==> src/rtl/hh_sweep_scheduler.sv <==
// hh_sweep_scheduler
//   Shares one Hodgkin-Huxley update datapath across N neuron contexts.
//   Each tick sweeps neurons 0..N-1. Each neuron's membrane state and
//   stimulus go to the datapath through a start/done handshake. The
//   result is thresholded, written back, and spiking indices are queued
//   in a small event FIFO.
//
// Ports
//   clk, rst                  rising-edge clock, synchronous active-high reset
//   tick                      start one sweep (ignored and flagged while busy)
//   stim_we/addr/data         stimulus register write, accepted in any state
//   dp_start                  one-cycle operand-valid pulse to the datapath
//   dp_idx/state/stim         operands, held stable until dp_done
//   dp_done, dp_next_state    datapath result
//   spk_valid/idx, spk_ready  spike event FIFO head and pop
//   busy, sweep_done          sweep in progress / one-cycle completion pulse
//   overrun                   sticky: spike dropped or tick missed
//
// state   | meaning
// --------+-------------------------------------------------------------
// S_IDLE  | no sweep running; waiting for tick
// S_ISSUE | dp_start high for neuron idx, operands valid
// S_WAIT  | operands held, waiting for dp_done for neuron idx
module hh_sweep_scheduler #(
  parameter int          N          = 4,
  parameter int unsigned THRESH     = 50,
  parameter int          FIFO_DEPTH = 4,
  localparam int         AW         = $clog2(N)
) (
  input  logic          clk,
  input  logic          rst,
  input  logic          tick,
  input  logic          stim_we,
  input  logic [AW-1:0] stim_addr,
  input  logic [7:0]    stim_data,
  output logic          dp_start,
  output logic [AW-1:0] dp_idx,
  output logic [7:0]    dp_state,
  output logic [7:0]    dp_stim,
  input  logic          dp_done,
  input  logic [7:0]    dp_next_state,
  output logic          spk_valid,
  output logic [AW-1:0] spk_idx,
  input  logic          spk_ready,
  output logic          busy,
  output logic          sweep_done,
  output logic          overrun
);

  localparam int            FAW      = $clog2(FIFO_DEPTH);
  localparam logic [AW-1:0] LAST_IDX = AW'(N - 1);
  localparam logic [7:0]    THRESH_B = 8'(THRESH);
  localparam logic [FAW:0]  FULL_CNT = (FAW + 1)'(FIFO_DEPTH);

  typedef enum logic [1:0] {S_IDLE, S_ISSUE, S_WAIT} state_t;

  state_t        state, state_nx;
  logic [AW-1:0] idx, idx_nx;
  logic [7:0]    state_mem [N];
  logic [7:0]    stim_mem  [N];

  logic [AW-1:0] fifo_mem [FIFO_DEPTH];
  logic [FAW-1:0] wr_ptr, rd_ptr;
  logic [FAW:0]   count;

  logic done_ok, last, spike, load, push_ok, pop_ok, full;

  assign done_ok = (state == S_WAIT) && dp_done;
  assign last    = (idx == LAST_IDX);
  assign spike   = done_ok && (dp_next_state >= THRESH_B);
  // Operands for the next neuron are latched on the edge entering ISSUE.
  assign load    = ((state == S_IDLE) && tick) || (done_ok && !last);
  assign idx_nx  = (state == S_IDLE) ? '0 : idx + AW'(1);

  assign full    = (count == FULL_CNT);
  assign pop_ok  = spk_valid && spk_ready;
  // A push into a full FIFO still fits when the head leaves in the same cycle.
  assign push_ok = spike && (!full || pop_ok);

  // state register
  always_ff @(posedge clk) begin
    if (rst) state <= S_IDLE;
    else     state <= state_nx;
  end

  // next-state logic
  always_comb begin
    state_nx = state;
    case (state)
      S_IDLE:  if (tick) state_nx = S_ISSUE;
      S_ISSUE: state_nx = S_WAIT;
      S_WAIT:  if (dp_done) state_nx = last ? S_IDLE : S_ISSUE;
      default: state_nx = S_IDLE;
    endcase
  end

  // outputs decoded from state
  always_comb begin
    dp_start = (state == S_ISSUE);
    busy     = (state != S_IDLE);
  end

  // neuron storage, operand latches, status flags
  always_ff @(posedge clk) begin
    if (rst) begin
      idx        <= '0;
      dp_state   <= '0;
      dp_stim    <= '0;
      sweep_done <= 1'b0;
      overrun    <= 1'b0;
      for (int i = 0; i < N; i++) begin
        state_mem[i] <= '0;
        stim_mem[i]  <= '0;
      end
    end else begin
      sweep_done <= done_ok && last;
      if ((tick && (state != S_IDLE)) || (spike && !push_ok))
        overrun <= 1'b1;
      if (stim_we)
        stim_mem[stim_addr] <= stim_data;
      if (done_ok)
        state_mem[idx] <= spike ? 8'd0 : dp_next_state;
      if (load) begin
        idx      <= idx_nx;
        dp_state <= state_mem[idx_nx];
        dp_stim  <= stim_mem[idx_nx];
      end
    end
  end

  assign dp_idx = idx;

  // spike event FIFO
  always_ff @(posedge clk) begin
    if (rst) begin
      wr_ptr <= '0;
      rd_ptr <= '0;
      count  <= '0;
      for (int i = 0; i < FIFO_DEPTH; i++) fifo_mem[i] <= '0;
    end else begin
      if (push_ok) begin
        fifo_mem[wr_ptr] <= idx;
        wr_ptr           <= wr_ptr + FAW'(1);
      end
      if (pop_ok) rd_ptr <= rd_ptr + FAW'(1);
      case ({push_ok, pop_ok})
        2'b10:   count <= count + (FAW + 1)'(1);
        2'b01:   count <= count - (FAW + 1)'(1);
        default: count <= count;
      endcase
    end
  end

  assign spk_valid = (count != '0);
  assign spk_idx   = fifo_mem[rd_ptr];

endmodule

==> config.mk <==
export PLATFORM = sky130hd
export DESIGN_NAME = hh_sweep_scheduler
export DESIGN_NICKNAME = d
export VERILOG_FILES = /design/src/rtl/hh_sweep_scheduler.sv
export SDC_FILE = /design/constraint.sdc
export NUM_CORES = 1
export LEC_CHECK = 0
export ABC_AREA = 1
export BUFFER_PORTS_ARGS = -buffer_cell sky130_fd_sc_hd__buf_2
export CAP_MARGIN = 25
export CORE_UTILIZATION = 52
export DETAILED_ROUTE_END_ITERATION = 10
export PLACE_DENSITY_LB_ADDON = 0.2
export SETUP_SLACK_MARGIN = 0.3
export SLEW_MARGIN = 5
export SYNTH_ARGS = -nofsm -noshare
export SYNTH_HDL_FRONTEND = slang
export SYNTH_SLANG_ARGS = --single-unit
==> constraint.sdc <==
create_clock -name clk -period 2 [get_ports clk]
set_input_delay 0.2 -clock clk [delete_from_list [all_inputs] [get_ports clk]]
set_output_delay 0.2 -clock clk [all_outputs]
set_load 0.05 [all_outputs]
## Yosys cells after proc, flatten, opt, wreduce, memory -nomap -nowiden

Memory sizes are Yosys's and may differ from the RTL's. A register that Yosys moved wholly into a read port is not among the register bits.
Index checks and enable logic that the tools add are counted.

- Add/sub/neg operators: 5
- Magnitude comparators: 1
- Equal/unequal tests: 8
- Muxes and demuxes: 29
- Reductions and logical operators: 23

Operators with widths:

| operator | count |
|---|---|
| 8-bit 2-to-1 mux | 3 |
| 2-bit 2-to-1 mux | 9 |
| 8-bit OR reduction | 2 |
| 1-bit 2-to-1 mux | 15 |
| 1-bit logical AND | 9 |
| 8-bit by 6-bit greater-or-equal comparator with 1-bit output, second input constant | 1 |
| 2-bit by 1-bit adder with 2-bit output, second input constant | 3 |
| 2-bit == test, second input constant | 3 |
| 2-bit case mux with 3 select lines | 1 |
| 3-bit case mux with 2 select lines | 1 |
| 2-bit by 1-bit == test with 1-bit output, second input constant | 2 |
| 2-bit inequality test, second input constant | 2 |
| 2-bit nonzero test | 2 |
| 3-bit by 1-bit adder with 3-bit output, second input constant | 1 |
| 3-bit == test, second input constant | 1 |
| 1-bit zero test | 3 |
| 1-bit logical OR | 3 |
| 3-bit nonzero test | 1 |
| 3-bit by 1-bit subtractor with 3-bit output, second input constant | 1 |
| 2-bit zero test | 1 |
| 2-bit AND reduction | 1 |
| 2-bit OR reduction | 1 |

- Flip-flop bits (word level): 13
- Bits in writable memories: 72
- Bits of input ports: 24
- Output and inout port bits: 25
- Logic and storage cells: 76
- Memories: 3

Memory list:

| name | words | width | rd ports | clocked after Yosys merged registers in | wr ports | RTL line | RTL |
|---|---|---|---|---|---|---|---|
| state_mem | 4 | 8 | 1 | 1 | 4 | 59 | `logic [7:0] state_mem [N];` |
| stim_mem | 4 | 8 | 1 | 1 | 4 | 60 | `logic [7:0] stim_mem [N];` |
| fifo_mem | 4 | 2 | 1 | 1 | 4 | 62 | `logic [AW-1:0] fifo_mem [FIFO_DEPTH];` |

## Longest topological paths before layout

Gate-level depths: netlist of the first run.

- Depth after elaboration: 9
- Gate-level depth with buffers: 12
- Mapped depth without buffers: 12

## Worst setup path before layout of the first run

No wires, ideal clock.

- Path kind: reg2reg
- Start point: register idx[0], in the netlist dp_idx[0]
- End point: memory state_mem[3][0], enable pin
- Library setup time: 0.387 ns
- Arrival time: 1.938 ns
- Required time: 1.613 ns
- Slack: -0.325 ns
- Stages on the path, launching flop included: 5
- Buffers on the path: 2
- Clock period less this slack: 2.325 ns
- Path through: dfxtp_1 > buf_2 > buf_2 > inv_1 > o31ai_1

RTL lines:

| item | RTL line | RTL |
|---|---|---|
| start: declaration | 58 | `logic [AW-1:0] idx, idx_nx;` |
| start signal: assignment | 124 | `idx <= idx_nx;` |
| end: declaration | 59 |  |

## Worst setup path in the final report of the first run

- Start point: register count[1]
- End point: register count[2]

- Longest elaborated chain between the ends: 6
- Elaborated cells between the ends (all ways): 12
- Classes of those cells: 2 x add/sub; 3 x eq/ne; 1 x mux; 6 x reduce/logical

Ends and longest elaborated chain:

| item | RTL line | RTL |
|---|---|---|
| start: declaration | 64 | `logic [FAW:0] count;` |
| start signal: assignment | 147 | `2'b10: count <= count + (FAW + 1)'(1);` |
| start signal: assignment | 148 | `2'b01: count <= count - (FAW + 1)'(1);` |
| start signal: assignment | 149 | `default: count <= count;` |
| 3-bit == test or 3-bit nonzero test (tied branches) | 75, 154 |  |
| 1-bit zero test or 1-bit logical AND (tied branches) | 78, 76 |  |
| 1-bit logical OR | 78 | `assign push_ok = spike && (!full \|\| pop_ok);` |
| 1-bit logical AND | 78 |  |
| 2-bit by 1-bit == test with 1-bit output or 2-bit == test (tied branches) | 146 | `case ({push_ok, pop_ok})` |
| 3-bit case mux with 2 select lines or 2-bit nonzero test (tied branches) | -- |  |

Parallel ways exist; a longest one is shown, timed or not.
A chain may end at the register's enable or synchronous reset.

==> results of run 1 <==
[cells in the mapped netlist (2+ instances only)]
cell	count
nor2_1	111
nand2_1	84
edfxtp_1	72
o21ai_0	50
inv_1	46
dfxtp_1	31
a31oi_1	16
a21oi_1	12
o21ai_1	11
buf_2	7
nand3_1	6
clkbuf_1	5
buf_6	4
inv_2	3
nor2_4	3
buf_4	2
ha_1	2
nand3_2	2
nor3_1	2
o22ai_1	2
[cells by family after synthesis]
group,Yosys count
adders and majority gates,3
buffers and inverters,68
other,1
and+or+nand+nor,213
AOI/OAI and AO/OA,94
DFF,103
[cell type report]
class	instances	area (sq um)	share of cell area, %
clock buffers	9	123.9	2.342
clock inverters	7	86.33	1.632
inverters	50	190.2	3.596
multi-input cells	318	1548	29.26
flip-flops and latches	103	2799	52.92
well taps	105	131.4	2.484
repair buffers	69	410.4	7.760
[final timing paths]
check,start,slack (ns),to,cells after the start
min reg2reg,rd_ptr[1],0.48,flip-flop,2
min,rst,0.11,dp_idx[1],2
max reg2reg,count[1],0.22,count[2],10
max,count[1],0.22,count[2],10
[metrics by stage]
stage | cells | setup WS (ns) | util (%) | area [sq um] | hold WS [ns]
5_1_grt | 661 | 0.1007 | 63.73 | 5289 | 0.1238
3_5_place_dp | 638 | 0.1363 | 60.02 | 4981 | 0.4671
2_1_floorplan | 489 | 0.3040 | - | 4606 | 0.2617
6_report | 661 | 0.2222 | 63.73 | 5289 | 0.1092
3_3_place_gp | 638 | 0.1800 | 60.02 | 4981 | 0.4551
4_1_cts | 657 | 0.2463 | 63.11 | 5238 | 0.09934
[flip-flops by register name, summed over array words and instances (netlist names), 3 cells and up, named ones only]
signal,cells
stim_mem,32
count,3
state_mem,32
dp_stim,8
dp_state,8
fifo_mem,8
[per-layer routing]
metal / track usage [%] / part of all wire (%)
met4: 8.838 / 1.4
met3: 3.668 / 4.1
met5: 0 / 0
met2: 38.33 / 51
met1: 30.00 / 44
[power groups by stage]
stage | registers, mW | logic (mW) | clock network (mW)
CTS | 2.53 | 0.918 | 1.40
detailed placement | 2.58 | 0.882 | 0
finish | 2.53 | 0.928 | 1.39
global placement | 2.57 | 0.864 | 0
global route | 2.55 | 1.03 | 1.48
floorplan | 2.69 | 0.533 | 0
[repair_timing]
item,CTS,global route
buffers inserted,3,4
pin swaps,5,4
setup endpoints to repair,11,28
gates resized for setup,6,6
cloned,0,0
[worst register-to-register path, cell delays in order (launching register included)]
cell and delay (ns):
dfxtp_2 0.35, nor2_4 0.17, nand3_4 0.11, nand3_4 0.11, ha_4 0.13, inv_2 0.05
fa_2 0.36, a21oi_2 0.16, o21ai_2 0.07, o21ai_1 0.11, a21oi_1 0.05
==> results.py, run 1 <==
metrics = {
    "routing": {
        "drc": 0,
        "drt-vias-per-instance": 5.225,
        "drtIter0Drc": 158,
        "drtPass1Iterations": 4,
        "vias": 3454,
        "drtAntennaViolNets": 0,
        "totalWireLength_um": 9413,
        "wl_per_cell_um": 14.24,
    },
    "power_and_ir_drop": {
        "irDropWorstVdd_uv": 566.6,
        "p_sw_mw": 1.530,
        "intPower_mw": 3.318,
        "pwr-share-seq_pct": 52.2,
        "power_density_nw_per_um2": 916.5,
        "finalPower_mw": 4.847,
        "leakage_nw": 2.228,
        "sw_frac_of_total_pct": 31.55,
        "combPwrFrac_pct": 19.2,
        "clkPwrFrac_pct": 28.6,
    },
    "logic_synthesis": {
        "netlist-cell-type-count": 31,
        "synth-compound-area-share_pct": 11.28,
        "synth_fa_ha_area_share_pct": 0.9975,
        "yosys.area.top_type": "edfxtp_1",
        "avgSynthCellArea_sq_um": 9.368,
        "synthFlopType": "edfxtp_1",
        "synthMuxAreaShare_pct": 0,
        "synth.ff_latch_count": 103,
        "syn_area_sq_um": 4516,
        "synth_top_family_by_area": "simple AND/OR/NAND/NOR gates",
        "synthCells": 482,
        "synth_edf_count": 72,
        "synth_xor_area_share_pct": 0,
        "synth_top_area_share_pct": 47.88,
        "ys_seq_area_share_pct": 61.62,
        "synthArstFlopShare_pct": 0,
        "synth_warnings": 0,
        "synth.area.top_cells": "edfxtp_1, dfxtp_1, nor2_1, nand2_1, o21ai_0",
        "synth-simple-area-share_pct": 19.34,
    },
    "worst_setup_path": {
        "end_kind": "flip-flop",
        "cp_num_buf_inv": 1,
        "worstPathRequired_ns": 2.25,
        "critPathMaxStageDelay_ns": 0.36,
        "slowest_stage": "fa_2",
        "crit_type": "flip-flop to flip-flop",
        "path_common_cell": "nand3_4",
        "cp_cell_sequence": "nor2_4 -> nand3_4 -> nand3_4 -> ha_4 -> inv_2 -> fa_2 -> a21oi_2 -> o21ai_2 -> o21ai_1 -> a21oi_1",
        "cp_top_family": "adder cells",
        "worst-path-max-fanout": 3,
        "startpoint_type": "flip-flop",
        "arrival_ns": 2.03,
    },
    "final_layout": {
        "final_common_cell": "nor2_1",
        "layout.nets": 578,
        "fillers": 685,
        "drive_gt1_share_pct": 21.04,
        "final_cell_mix": "nor2_1, nand2_1, edfxtp_1",
        "areaGrowthSynthToFinish_pct": 17.12,
        "diodes": 0,
    },
    "clocking": {
        "root_buffer": "clkbuf_8",
        "postCtsHoldBufs": 0,
        "clock_latency_ns": 0.36,
        "clockBufferDepth": 2,
        "clk_pin_slew_worst_paths_ns": 0.10,
        "cts_tree": "yes",
        "ctsHtreeMaxLevel": 3,
        "cts_buffers": 9,
        "cts_sinks": 103,
    },
    "global_route": {
        "grt_pass1_wl_um": 15550,
        "gr-usage-all-layers_pct": 22.95,
        "antenna_found_initial": 0,
        "grt_start_max_net_pins": 38,
        "grt.overflow.total": 0,
        "grt_pass1_vias": 3272,
    },
    "floorplanning": {
        "die_y_um": 95.19,
        "fp.dieW_um": 95.19,
        "design.core.area_sq_um": 8299,
        "ios": 49,
        "die_area_sq_um": 9060,
        "start_util_pct": 54.41,
        "rows": 33,
    },
    "place": {
        "port_buffers": 48,
        "hpwl_um": 6754,
        "gp_congestion": 0.8001,
    },
    "timing": {
        "fmax_ghz": 0.5625,
        "setup_viol": 0,
        "finalCritPeriodShare_pct": 88.89,
        "slew_headroom_pct": 66.08,
        "setup_tns_ns": 0,
        "worst_pin_slew_ns": 0.5087,
        "rsz0062_at_grt": "yes",
        "hold_viol": 0,
        "finClkSkew_ns": 0.009862,
        "period_minus_slack_ns": 1.778,
        "drv_slew": 0,
    },
    "flow_run": {
        "max_cap_violations": 0,
    },
    "min_path": {
        "hold_class": "input pin to flip-flop",
    },
    "run_status": {
        "status": "completed",
    },
}
Power figures use the tool's default switching activity.
==> run 2: changes to the inputs <==
- CORE_UTILIZATION: 52 -> 50
==> run 2 against run 1 <==
  * Via count is 0.78% higher
  * Wire length is 2.8% higher
  * Total power is 3.6% lower
  * Hold slack worse by 0.0016 ns
  * Critical endpoint unchanged
  * Die area is 3.9% higher
  * Setup slack worse by 0.034 ns
  * Clock skew is 0.0020 ns higher
  * Cell area is 0.52% lower
==> results.py, run 2 (synthesized netlist as in run 1, its figures left out) <==
metrics = {
    "run_status": {
        "status": "completed",
    },
    "clocking": {
        "cts_sinks": 103,
        "cts_tree": "yes",
        "clock_latency_ns": 0.37,
        "cts_buffers": 9,
        "ctsHtreeMaxLevel": 3,
        "clk_pin_slew_worst_paths_ns": 0.10,
        "clockBufferDepth": 2,
        "postCtsHoldBufs": 0,
        "root_buffer": "clkbuf_8",
    },
    "routing": {
        "drt-vias-per-instance": 5.235,
        "drtPass1Iterations": 4,
        "drtAntennaViolNets": 0,
        "wl_per_cell_um": 14.55,
        "drc": 0,
        "totalWireLength_um": 9674,
        "drtIter0Drc": 160,
        "vias": 3481,
    },
    "worst_setup_path": {
        "cp_cell_sequence": "nor2_4 -> nand3_4 -> nand3_4 -> ha_4 -> inv_2 -> fa_2 -> a21oi_2 -> o21ai_1 -> o21ai_1 -> a21oi_1",
        "worstPathRequired_ns": 2.26,
        "end_kind": "flip-flop",
        "arrival_ns": 2.07,
        "startpoint_type": "flip-flop",
        "critPathMaxStageDelay_ns": 0.37,
        "slowest_stage": "dfxtp_4",
        "worst-path-max-fanout": 3,
        "cp_num_buf_inv": 1,
        "cp_top_family": "adder cells",
        "crit_type": "flip-flop to flip-flop",
    },
    "timing": {
        "setup_tns_ns": 0,
        "fmax_ghz": 0.5519,
        "finalCritPeriodShare_pct": 90.59,
        "rsz0062_at_grt": "yes",
        "drv_slew": 0,
        "holdWs_ns": 0.1076,
        "period_minus_slack_ns": 1.812,
        "finClkSkew_ns": 0.01186,
        "hold_viol": 0,
        "worst_pin_slew_ns": 0.5297,
        "slew_headroom_pct": 64.69,
        "fin_ws_ns": 0.1881,
        "setup_viol": 0,
    },
    "final_layout": {
        "diodes": 0,
        "drive_gt1_share_pct": 21.36,
        "layout.nets": 579,
        "largestRegisters": "state_mem (32), stim_mem (32)",
        "areaGrowthSynthToFinish_pct": 16.51,
        "final_cells": 665,
        "final_common_cell": "nor2_1",
        "stdcell_area_sq_um": 5261,
        "final_cell_mix": "nor2_1, nand2_1, edfxtp_1",
    },
    "place": {
        "port_buffers": 48,
        "post-place-cells": 639,
        "placed_cell_area_sq_um": 4970,
        "hpwl_um": 6553,
        "gp_congestion": 0.7684,
        "place_ws_ns": 0.1179,
    },
    "floorplanning": {
        "rows": 34,
        "fp.dieW_um": 97.03,
        "die_area_sq_um": 9415,
        "ios": 49,
        "start_util_pct": 51.78,
        "design.core.area_sq_um": 8721,
        "die_y_um": 97.03,
    },
    "power_and_ir_drop": {
        "irDropWorstVdd_uv": 400.8,
        "leakage_nw": 2.220,
        "power_density_nw_per_um2": 887.8,
    },
    "global_route": {
        "antenna_found_initial": 0,
        "gr-usage-all-layers_pct": 21.68,
        "grt_pass1_vias": 3473,
        "grt_pass1_wl_um": 15900,
        "grt.overflow.total": 0,
        "grt_start_max_net_pins": 38,
    },
    "flow_run": {
        "max_cap_violations": 0,
    },
    "min_path": {
        "hold_class": "input pin to flip-flop",
    },
}
run 2: changes by cell type in the layout (fill, tap and decap cells not counted):
cell | previous run | this run
a21oi_2 | 1 | 2
buf_4 | 20 | 21
clkinv_2 | 0 | 1
bufinv_16 | 1 | 0
inv_8 | 2 | 0
a21oi_1 | 10 | 9
nand2_4 | 0 | 1
o21ai_1 | 12 | 13
clkinvlp_4 | 1 | 3
nand2_8 | 1 | 0
nand2_2 | 2 | 3
o21ai_2 | 2 | 1
nand2_1 | 83 | 82
run 2: power breakdown:
part	internal (mW)	total, mW	switching, mW
combinational	0.266	0.934	0.668
clock	0.463	1.21	0.747
sequential	2.44	2.53	0.0872
total	3.17	4.67	1.50
run 2: metal layers:
layer | vias to the layer above | global-route usage [%] | part of all wire, %
li1 | 1722 | - | -
met1 | 1653 | 25.28 | 42
met2 | 87 | 38.73 | 52
met3 | 19 | 4.118 | 4.1
met4 | 0 | 9.414 | 2.1
met5 | - | 0 | 0
run 2: final timing paths:
| check | from | end | slack, ns | depth (start not counted) |
|---|---|---|---|---|
| worst max register to register | count[1] | count[2] | 0.19 | 10 |
| worst min register to register | rd_ptr[1] | rd_ptr[1] | 0.48 | 2 |
| worst min-delay path | rst | dp_idx[1] | 0.11 | 2 |
| worst max-delay path | count[1] | count[2] | 0.19 | 10 |
run 2: through the flow:
stage / total power [mW] / util, %
after floorplan: 3.225 / -
after global placement: 3.430 / 56.99
after detailed placement: 3.455 / 56.99
after CTS: 4.671 / 59.76
after global routing: 4.883 / 60.33
final: 4.671 / 60.33
run 2: cell type report:
cell class / count / area, sq um
Sequential cell: 103 / 2799
Clock buffer: 9 / 123.9
Clock inverter: 7 / 53.80
Multi-Input combinational cell: 318 / 1541
Timing Repair Buffer: 70 / 417.9
Inverter: 50 / 190.2
Tap cell: 108 / 135.1
Fill cell: 730 / 3460
run 2: repair_timing:
item | in CTS | in global routing
pin swaps | 4 | 4
setup endpoints to repair | 28 | 18
resized for setup | 5 | 7
setup buffers | 6 | 4
==> run 3: changes to the inputs <==
- CORE_UTILIZATION: 50 -> 52
- PLACE_DENSITY: unset -> 0.75
- PLACE_DENSITY_LB_ADDON: 0.2 -> unset
==> run 3 against run 2 <==
  * Clock skew up 0.0031 ns
  * Combinational power increased by 0.5%
  * Critical path depth unchanged
  * Clock power grew 7%
  * Non-clock buffer count shrank 2
  * Die area is 3.8% lower
  * Count of clock-buffer cells in the layout up 1
  * Sequential cell count did not move
  * Maximum frequency increased by 2.8%
  * Largest cell class unchanged
==> results.py, run 3 (synthesized netlist as in run 1, its figures left out) <==
metrics = {
    "final_layout": {
        "stdcell_area_sq_um": 5259,
        "areaGrowthSynthToFinish_pct": 16.46,
        "layout.nets": 578,
        "seq_area_sq_um": 2798,
        "fillers": 675,
        "drive_gt1_share_pct": 20.50,
        "final_cell_mix": "nor2_1, nand2_1, edfxtp_1",
        "final_util_pct": 63.37,
        "multi_input_area_sq_um": 1553,
        "diodes": 0,
        "largestRegisters": "state_mem (32), stim_mem (32)",
        "final_common_cell": "nor2_1",
    },
    "clocking": {
        "clockBufferDepth": 2,
        "root_buffer": "clkbuf_8",
        "cts_buffers": 9,
        "cts_sinks": 103,
        "cts_tree": "yes",
        "clk_pin_slew_worst_paths_ns": 0.11,
        "clock_latency_ns": 0.37,
        "ctsHtreeMaxLevel": 3,
    },
    "run_status": {
        "status": "completed",
    },
    "place": {
        "gp_congestion": 0.8799,
        "hpwl_um": 6162,
        "placed_cell_area_sq_um": 4954,
        "place_ws_ns": 0.1466,
        "port_buffers": 48,
    },
    "timing": {
        "setup_viol": 0,
        "fin_ws_ns": 0.2380,
        "period_minus_slack_ns": 1.762,
        "rsz0062_at_grt": "yes",
        "finalCritPeriodShare_pct": 88.10,
        "drv_slew": 0,
        "slew_headroom_pct": 65.87,
        "setup_tns_ns": 0,
        "hold_viol": 0,
        "finClkSkew_ns": 0.01500,
        "worst_pin_slew_ns": 0.5120,
        "fmax_ghz": 0.5675,
    },
    "floorplanning": {
        "start_util_pct": 54.41,
        "fp.dieW_um": 95.19,
        "die_area_sq_um": 9060,
        "rows": 33,
        "design.core.area_sq_um": 8299,
        "die_y_um": 95.19,
        "ios": 49,
    },
    "routing": {
        "drtPass1Iterations": 5,
        "vias": 3420,
        "wl_per_cell_um": 14.11,
        "drtIter0Drc": 247,
        "totalWireLength_um": 9324,
        "drc": 0,
        "drt-vias-per-instance": 5.174,
        "drtAntennaViolNets": 0,
    },
    "global_route": {
        "gr-usage-all-layers_pct": 21.92,
        "grt_pass1_wl_um": 14840,
        "grt_pass1_vias": 3216,
        "grt_start_max_net_pins": 38,
        "grt.overflow.total": 0,
        "antenna_found_initial": 0,
    },
    "power_and_ir_drop": {
        "irDropWorstVdd_uv": 556.6,
        "power_density_nw_per_um2": 906.1,
        "leakage_nw": 2.215,
    },
    "worst_setup_path": {
        "crit_type": "flip-flop to flip-flop",
        "worstPathRequired_ns": 2.27,
        "worst-path-max-fanout": 3,
        "startpoint_type": "flip-flop",
        "arrival_ns": 2.03,
        "reg2reg_slack_ns": 0.24,
        "end_kind": "flip-flop",
    },
    "flow_run": {
        "max_cap_violations": 0,
    },
    "min_path": {
        "hold_class": "input pin to flip-flop",
    },
}
-- run 3: final cells by class --
class / count / area share, %
clock buffer: 10 / 2.427
multi-input combinational: 319 / 29.53
sequential: 103 / 53.20
timing repair buffer: 68 / 7.423
tap: 105 / 2.498
clock inverter: 6 / 1.309
inverter: 50 / 3.616
-- run 3: final timing paths --
path | start | to | cells after the start
setup / recovery | count[1] | count[2] | 10
hold / removal | rst | overrun | 2
setup reg to reg | count[1] | count[2] | 10
hold reg to reg | rd_ptr[1] | rd_ptr[1] | 2
-- run 3: worst max-delay path: stages, from the launching register on --
cell,delay (ns)
dfxtp_4,0.37
nor2_4,0.18
nand3_4,0.11
nand3_4,0.09
ha_4,0.14
inv_4,0.03
fa_2,0.35
a21oi_2,0.13
o21ai_1,0.09
o21ai_1,0.12
a21oi_1,0.05
-- run 3: per-layer routing --
| layer | up-vias | global-route usage [%] | share of wire [%] |
|---|---|---|---|
| met5 | - | 0 | 0 |
| met4 | 0 | 9.343 | 1.8 |
| met3 | 13 | 3.748 | 4.5 |
| met2 | 98 | 38.99 | 51 |
| met1 | 1579 | 26.02 | 42 |
| li1 | 1730 | - | - |
-- run 3: report_power, final --
part	leakage, nW	internal (mW)	total (mW)	switching, mW
Clock	0.0968	0.586	1.30	0.711
Combinational	1.14	0.269	0.939	0.669
Sequential	0.978	2.44	2.53	0.0876
-- run 3: what timing repair did --
action                     CTS  global route
gates resized for setup      5             5
buffers inserted             3             5
pin swaps                    5             5
hold buffers                 0             0
gates cloned                 0             1
hold endpoints to repair     0             0
setup endpoints to repair   27            25
-- run 3: per-stage QoR --
step | power, mW | hold slack (ns) | std cells
after global placement | 3.419 | 0.4566 | 636
after CTS | 4.743 | 0.09782 | 655
final | 4.765 | 0.1231 | 661
after global routing | 4.963 | 0.1240 | 661
after floorplan | 3.225 | 0.2617 | 489
after detailed placement | 3.444 | 0.4628 | 636
